`src/rtl/tsp_pkg.sv`:
```
// Shared TSP datapath constants and types: vector/position widths and the
// position encoder state encoding.
package tsp_pkg;

  localparam int unsigned POS_W = 6;
  localparam int unsigned VEC_W = 64;
  localparam int unsigned CNT_W = 7;
  localparam int unsigned IDX_W = 3;
  localparam int unsigned BIT_W = 3;

  // Encoder control states; 2'b11 is unused and recovers to S_IDLE.
  typedef enum logic [1:0] {
    S_IDLE    = 2'b00,
    S_COLLECT = 2'b01,
    S_FIN     = 2'b10
  } enc_state_e;

  // Serial position payload as it travels on the bus: {idx, bit} = idx*8+bit.
  typedef struct packed {
    logic [IDX_W-1:0] idx;
    logic [BIT_W-1:0] bit_sel;
  } pos_fields_t;

  typedef logic [POS_W-1:0] pos_t;

  // Flat bit index of a structured position.
  function automatic pos_t pos_index(input pos_fields_t p);
    return pos_t'({p.idx, p.bit_sel});
  endfunction

endpackage

```
`src/rtl/onehot_6to64.sv`:
```
// Combinational 6-to-64 one-hot decode of a position, gated by accept.
module onehot_6to64
  import tsp_pkg::*;
(
  input  logic [POS_W-1:0] position,
  input  logic             accept,
  output logic [VEC_W-1:0] onehot_c
);

  // Single set bit at the position index, all zero when not accepting.
  always_comb begin
    onehot_c = '0;
    if (accept) begin
      onehot_c[position] = 1'b1;
    end
  end

endmodule

```
`src/rtl/position_encoder.sv`:
```
// Serial-to-bitmap encoder: collects 6-bit positions into a 64-bit vector and
// counts distinct set bits. Optional sticky duplicate flag via the
// POSENC_DUP_CHECK_EN macro (port `dup` exists only when it is defined).
module position_encoder
  import tsp_pkg::*;
(
  input  logic             clk,
  input  logic             reset,
  input  logic             start,
  input  logic             valid,
  input  logic [POS_W-1:0] position,
  input  logic             last,
  output logic             idle,
  output logic             ready,
  output logic             done,
  output logic [VEC_W-1:0] bit_position,
  output logic [CNT_W-1:0] count
`ifdef POSENC_DUP_CHECK_EN
  ,
  output logic             dup
`endif
);

  enc_state_e       state_q;
  enc_state_e       state_n;
  logic [VEC_W-1:0] vec_n;
  logic [CNT_W-1:0] cnt_n;
  logic             accept_c;
  logic             new_bit_c;
  logic [VEC_W-1:0] onehot_c;

  // Acceptance depends only on the registered state, never on ready's flop.
  assign accept_c  = valid && (state_q == S_COLLECT);
  // A position counts only if its bit was not already in the vector.
  assign new_bit_c = ~|(bit_position & onehot_c);

  onehot_6to64 u_onehot (
    .position (position),
    .accept   (accept_c),
    .onehot_c (onehot_c)
  );

`ifdef POSENC_DUP_CHECK_EN
  logic dup_n;
`endif

  // Next-state and next-datapath decode; everything holds by default.
  always_comb begin
    state_n = state_q;
    vec_n   = bit_position;
    cnt_n   = count;
`ifdef POSENC_DUP_CHECK_EN
    dup_n   = dup;
`endif
    case (state_q)
      S_IDLE: begin
        if (start) begin
          state_n = S_COLLECT;
          vec_n   = '0;
          cnt_n   = '0;
`ifdef POSENC_DUP_CHECK_EN
          dup_n   = 1'b0;
`endif
        end
      end
      S_COLLECT: begin
        // A position arriving with last is folded in before finishing.
        if (accept_c) begin
          vec_n = bit_position | onehot_c;
          if (new_bit_c) begin
            cnt_n = count + CNT_W'(1);
          end
`ifdef POSENC_DUP_CHECK_EN
          else begin
            dup_n = 1'b1;
          end
`endif
        end
        if (last) begin
          state_n = S_FIN;
        end
      end
      S_FIN: begin
        state_n = S_IDLE;
      end
      default: begin
        state_n = S_IDLE;
      end
    endcase
  end

  // State and registered outputs; status flags follow the next state so they
  // line up with the state they describe.
  always_ff @(posedge clk) begin
    if (reset) begin
      state_q      <= S_IDLE;
      idle         <= 1'b1;
      ready        <= 1'b0;
      done         <= 1'b0;
      bit_position <= '0;
      count        <= '0;
    end else begin
      state_q      <= state_n;
      idle         <= (state_n == S_IDLE);
      ready        <= (state_n == S_COLLECT);
      done         <= (state_n == S_FIN);
      bit_position <= vec_n;
      count        <= cnt_n;
    end
  end

`ifdef POSENC_DUP_CHECK_EN
  // Sticky duplicate flag, cleared by reset or a new collection.
  always_ff @(posedge clk) begin
    if (reset) begin
      dup <= 1'b0;
    end else begin
      dup <= dup_n;
    end
  end
`endif

endmodule

```
`config.mk`:
```
export PLATFORM = sky130hd
export DESIGN_NAME = position_encoder
export DESIGN_NICKNAME = d
export VERILOG_FILES = /design/src/rtl/tsp_pkg.sv /design/src/rtl/onehot_6to64.sv /design/src/rtl/position_encoder.sv
export SDC_FILE = /design/constraint.sdc
export NUM_CORES = 1
export LEC_CHECK = 0
export ABC_AREA = 1
export BUFFER_PORTS_ARGS = -buffer_cell sky130_fd_sc_hd__buf_4
export CORE_ASPECT_RATIO = 1.1
export CORE_MARGIN = 2
export CORE_UTILIZATION = 55
export DETAILED_ROUTE_END_ITERATION = 10
export PLACE_DENSITY_LB_ADDON = 0.12
export SYNTH_ARGS = -nofsm -noshare
export SYNTH_HDL_FRONTEND = slang
export SYNTH_SLANG_ARGS = --single-unit
```
`constraint.sdc`:
```
create_clock -name clk -period 3.83 [get_ports clk]
set_input_delay 0.766 -clock clk [delete_from_list [all_inputs] [get_ports clk]]
set_output_delay 0.766 -clock clk [all_outputs]
set_load 0.01 [all_outputs]
```
# Word level (Yosys, flattened, before mapping)
# Cells that the tools add are included.
[totals]
register_bits = 76
latch_bits = 0
ramBits = 0
rom_bits = 0
out_inout_bits = 74
mem_count = 0
[classes]
add_sub_neg = 1
n_mul = 0
div_mod_pow = 0
n_lt_le_gt_ge = 2
n_eq_ne = 6
shift = 0
n_mux = 13
n_bitwise = 2
n_reduce_logical = 8
[op_table]
columns = ["operator", "n"]
rows = [
  ["$mux 64", 3],
  ["$pmux 64 s2", 1],
  ["$and 64x64->64", 1],
  ["$or 64x64->64", 1],
  ["$reduce_or 64->1", 1],
  ["$mux 7", 3],
  ["$pmux 7 s2", 1],
  ["$add 7x1->7 const B", 1],
  ["$lt 6x7->1 const B", 1],
  ["$demux 1 s6", 1],
  ["$ge 6x1->1 const B", 1],
  ["$ne 2x2->1 const B", 3],
  ["$eq 2x1->1 const B", 2],
  ["$logic_not 2->1", 2],
  ["$mux 2", 2],
  ["$pmux 2 s2", 1],
  ["$reduce_and 4->1", 1],
  ["$reduce_and 3->1", 1],
  ["$eq 2x2->1 const B", 1],
  ["$logic_and 1x1->1", 2],
  ["$reduce_bool 2->1", 1],
  ["$mux 1", 1],
]

# Logic depth before layout (Yosys ltp)
[depth]
depth_word = 10
mapped_depth = 16
depth_no_buf = 14

# By module
# Synthesis repeated with hierarchy kept, for this count alone.
[unflattened]
cells_unflattened = 515
area_unflattened_um2 = 3548.4
[modules_own_cells]
columns = ["module", "n_inst", "cells_per_inst", "area_per_inst_um2", "seq_area_each_um2"]
rows = [
  ["position_encoder", 1, 414, 2966.6, 1521.5],
  ["onehot_6to64", 1, 101, 581.8, 0.0],
]

# Least setup slack after synthesis
# OpenSTA, ideal clock, no wires.
[synth_path]
path_kind = "input to register"
start = "in position[2]"
end = "reg count[4]"
arrival_ps = 2054
t_required_ps = 3717
slack_ps = 1663
cell_stages = 15
path_buffers = 1
path_cell_list = "inv_1 -> nand3_1 -> nor2_2 -> nand2_1 -> o21ai_0 -> nor2_1 -> nand2_1 -> nor2_1 -> nand2_1 -> nor2_2 -> nand2_2 -> buf_6 -> nand2_1 -> nand2_1 -> nor2_1"
[synth_via]
elab_chain_cells = 9
[synth_rtl]
columns = ["element", "line_no", "source"]
rows = [
  ["from (decl)", "position_encoder.sv:11", "input logic [POS_W-1:0] position,"],
  ["$lt 6x7->1 (implied by the code) / $ge 6x1->1 (equally long branches)", "onehot_6to64.sv:14", "onehot_c[position] = 1'b1;"],
  ["$logic_and 1x1->1 (implied by the code)", "onehot_6to64.sv:14", ""],
  ["$mux 1 (implied by the code)", "onehot_6to64.sv:14", ""],
  ["$demux 1 s6 *", "-", ""],
  ["$mux 64 *", "onehot_6to64.sv:13", "if (accept) begin"],
  ["$and 64x64->64 *", "position_encoder.sv:35", "assign new_bit_c = ~|(bit_position & onehot_c);"],
  ["$reduce_or 64->1 *", "position_encoder.sv:35", ""],
  ["$ne 2x2->1 (no line) *", "-", ""],
  ["$reduce_and 4->1 (no line) *", "-", ""],
  ["to (signal assigned)", "position_encoder.sv:108", "count <= cnt_n;"],
  ["to (decl)", "position_encoder.sv:17", "output logic [CNT_W-1:0] count"],
]
# Mark *: on every way between the ends. The rest lies on a longest branch, timed or not.
# A chain may end at the register's enable or synchronous reset.

# Worst setup path after layout
[layout_path]
start = "in position[0]"
end = "reg count[2]"
# The elaborated chain is that of the path after synthesis.

==> metrics <==
CP max-delay cell nor2_1; Core ar. 5840 um2; Max Fclk 0.374 GHz; Synth area leader dfxtp_1; DRC Markers 0; Post-synth ARST share 0; Mapped Nets 500; WP buf/inv 2; IO Count 85; P per Cell Area 389 nW/um2; Clock Sinks 76; Die Span Y about 86 um; Setup TNS 0 ns; number of global-route vias before repair ~3100; clock-pin slew on the worst setup and hold paths 0.08 ns; clock network power share 0.433; Final Hold Vio Count 0; grt peak-use layer met2; worst rel slew slack 0.199; Worst Clk Skew between 0.008 and 0.009 ns; Synth top cells by count 133 x nor2_1, 76 x dfxtp_1, 76 x nand3_1; critical setup path kind in2reg; post-CTS resize count 0; Cells after Synth 488; delay-heaviest family, CP simple AND/OR/NAND/NOR gates; Slew Viols, Final 0; period utilisation layout 0.698; first-pass detailed-route iteration total 5; pin count of the biggest net entering global routing 65; syn_area_per_cell 6.89 um2; top cells by area, synth dfxtp_1 45%, nor2_1 15%, nand3_1 11%; Logic pwr share 0.079; M2 GR Usage 0.426; H-Tree Depth 3; Clock Latency Late Sink 0.35 ns; Congestion Overflow GR 0; final net count 579; Seq cells post-synth 76; status finished clean; DIE WIDTH 78.6 um; Filler cells 501; crit-path max cell delay 0.73 ns; Slew @ Worst Pin 1.20 ns; Worst EP arrival 2.92 ns; DP HPWL 6260 um; Initial Utilization 0.576; Worst Setup Slack, final approximately 1.2 ns; Root Driver clkbuf_8; share of cells above drive strength 1 0.219; drt via density ~5.4; antenna-violating nets left 0; NetSw 0.000398 W; CP Depth 15; Max Cap Viol 0; worst r2r src state_q[0]; Flop pwr share 0.488; area grow syn2layout 26.6%; Hold Crit Class reg2reg; Total GRT Usage 0.277; prevailing post-synth register cell dfxtp_1; initial DRC count 343; Worst R2R End count[2]; met1 Resource Use GR 0.364; port bufs 84; most used cell, CP nand2_1; warnings from Yosys 0; DR WL/cell 14.3 um; CP max FO 14; CP startpoint position[0]; reg2reg path depth 13; sequential-to-total area share from yosys stat 0.452; cell with the most instances after synthesis nor2_1; Inserted Clock Buffers 9; footprint of the multi-input gates ~1600 um2; register area 1520 um2; met3 usage 0.0558; Post-Syn Area 3360 um2; hold buffers post-CTS 0; dpl ws 0.923 ns; vias post-DR 3534; ANT cells 0; Cell variety after synth 21; first-pass GRT wire length ~15000 um; Net Sw Frac 0.240; internal power 0.00126 W; crit-path cells buf_4 -> inv_1 -> nand3_1 -> nor2_1 -> nand3_1 -> nand2_1 -> nor2_1 -> nand2_1 -> nor2_1 -> nand2_1 -> nor2_2 -> nand2_2 -> nand2_1 -> nand2_1 -> nor2_1; post-synth top area share 0.452; Setup crit end kind register; Post-synth EDFFs 0; worst setup path end count[2]; Lkg Pwr 1.99 nW; Post-CTS Setup Repair Bufs 0; Critical Path RT 4.08 ns; final setup violating endpoints 0; Die Area approximately 6800 um2; initial antenna violation count 0; Rows 29; Worst IR Drop VDD 0.000294 V; GP Congestion between 0.9 and 1; routed wire length approximately 9300 um; Worst setup SP type input port; RSZ-0062 raised after global routing false; slack of the worst reg-to-reg path 1.40 ns; deepest clock path buffer count 2; Final min period 2.67 ns; CTS tree done
kinds of logic after synthesis:
group / after synthesis / share of synthesized area
compound gates: 69 / 0.103
fa+ha+maj: 1 / 0.00372
buf+inv: 49 / 0.0644
flops: 76 / 0.452
simple gates: 293 / 0.377
stage by stage:
stage               hold WS, ns  instance area, um2   util  total power (W)  std cells
finish                    0.485                4260  0.729          0.00166        649
detailed placement        0.465                4020  0.689         0.000956        633
global placement          0.464                4020  0.689         0.000953        633
floorplan                 0.489                3360      -         0.000913        488
global route              0.531                4260  0.729          0.00171        649
CTS                       0.483                4260  0.729          0.00166        649
sequential cells by signal, summed over array words and instances (netlist names):
| signal | cells |
|---|---|
| bit_position | 64 |
| count | 7 |
| state_q | 2 |
| done | 1 |
| idle | 1 |
| ready | 1 |
worst min-delay path by stage:
stage	start	endpoint	slack, ns	cells past startpoint
6_report	bit_position[11]	bit_position[11]	0.49	2
5_1_grt	bit_position[11]	bit_position[11]	0.53	2
4_1_cts	bit_position[11]	bit_position[11]	0.48	2
3_5_place_dp	bit_position[11]	bit_position[11]	0.47	2
3_3_place_gp	bit_position[11]	bit_position[11]	0.46	2
2_1_floorplan	bit_position[11]	bit_position[11]	0.49	2
final cells by class:
class,instances,share of cell area
Clock buffer,13,0.0397
Clock inverter,3,0.0159
Inverter,27,0.0238
Multi-Input combinational cell,363,0.382
Sequential cell,76,0.357
Tap cell,77,0.0226
Timing Repair Buffer,90,0.159
layer usage:
layer  vias up  wire length [um]  share of wire
met5         -                 0              0
met4         0               233          0.025
met3        21               649          0.070
met2       138              4280           0.46
met1      1617              4090           0.44
li1       1758                 -              -
layout by cell type, fill, tap and decap left out:
cell,n
a21oi_1,68
buf_4,90
bufinv_16,2
clkbuf_1,1
clkbuf_8,12
clkinv_1,1
clkinvlp_4,1
dfxtp_1,76
ha_1,1
inv_1,18
inv_2,8
nand2_1,62
nand2_2,2
nand3_1,76
nand3_2,5
nand3b_1,1
nor2_1,133
nor2_2,4
nor3_1,5
nor3_2,1
nor3b_1,2
nor4_1,2
o21ai_0,1
power groups by stage:
stage / sequential [W] / clock (W) / combinational (W)
after CTS: 0.000809 / 0.000717 / 0.000129
after detailed placement: 0.000828 / 0 / 0.000129
final: 0.000810 / 0.000718 / 0.000131
after floorplan: 0.000831 / 0 / 0.0000819
after global placement: 0.000828 / 0 / 0.000126
after global routing: 0.000811 / 0.000751 / 0.000145
worst min-delay path: cells and delay by family, from the launching register on:
kind,cells,cell delay (ns)
buf+inv,1,0.06
flops,1,0.32
compound gates,1,0.06
Power figures use the tool's default switching activity.
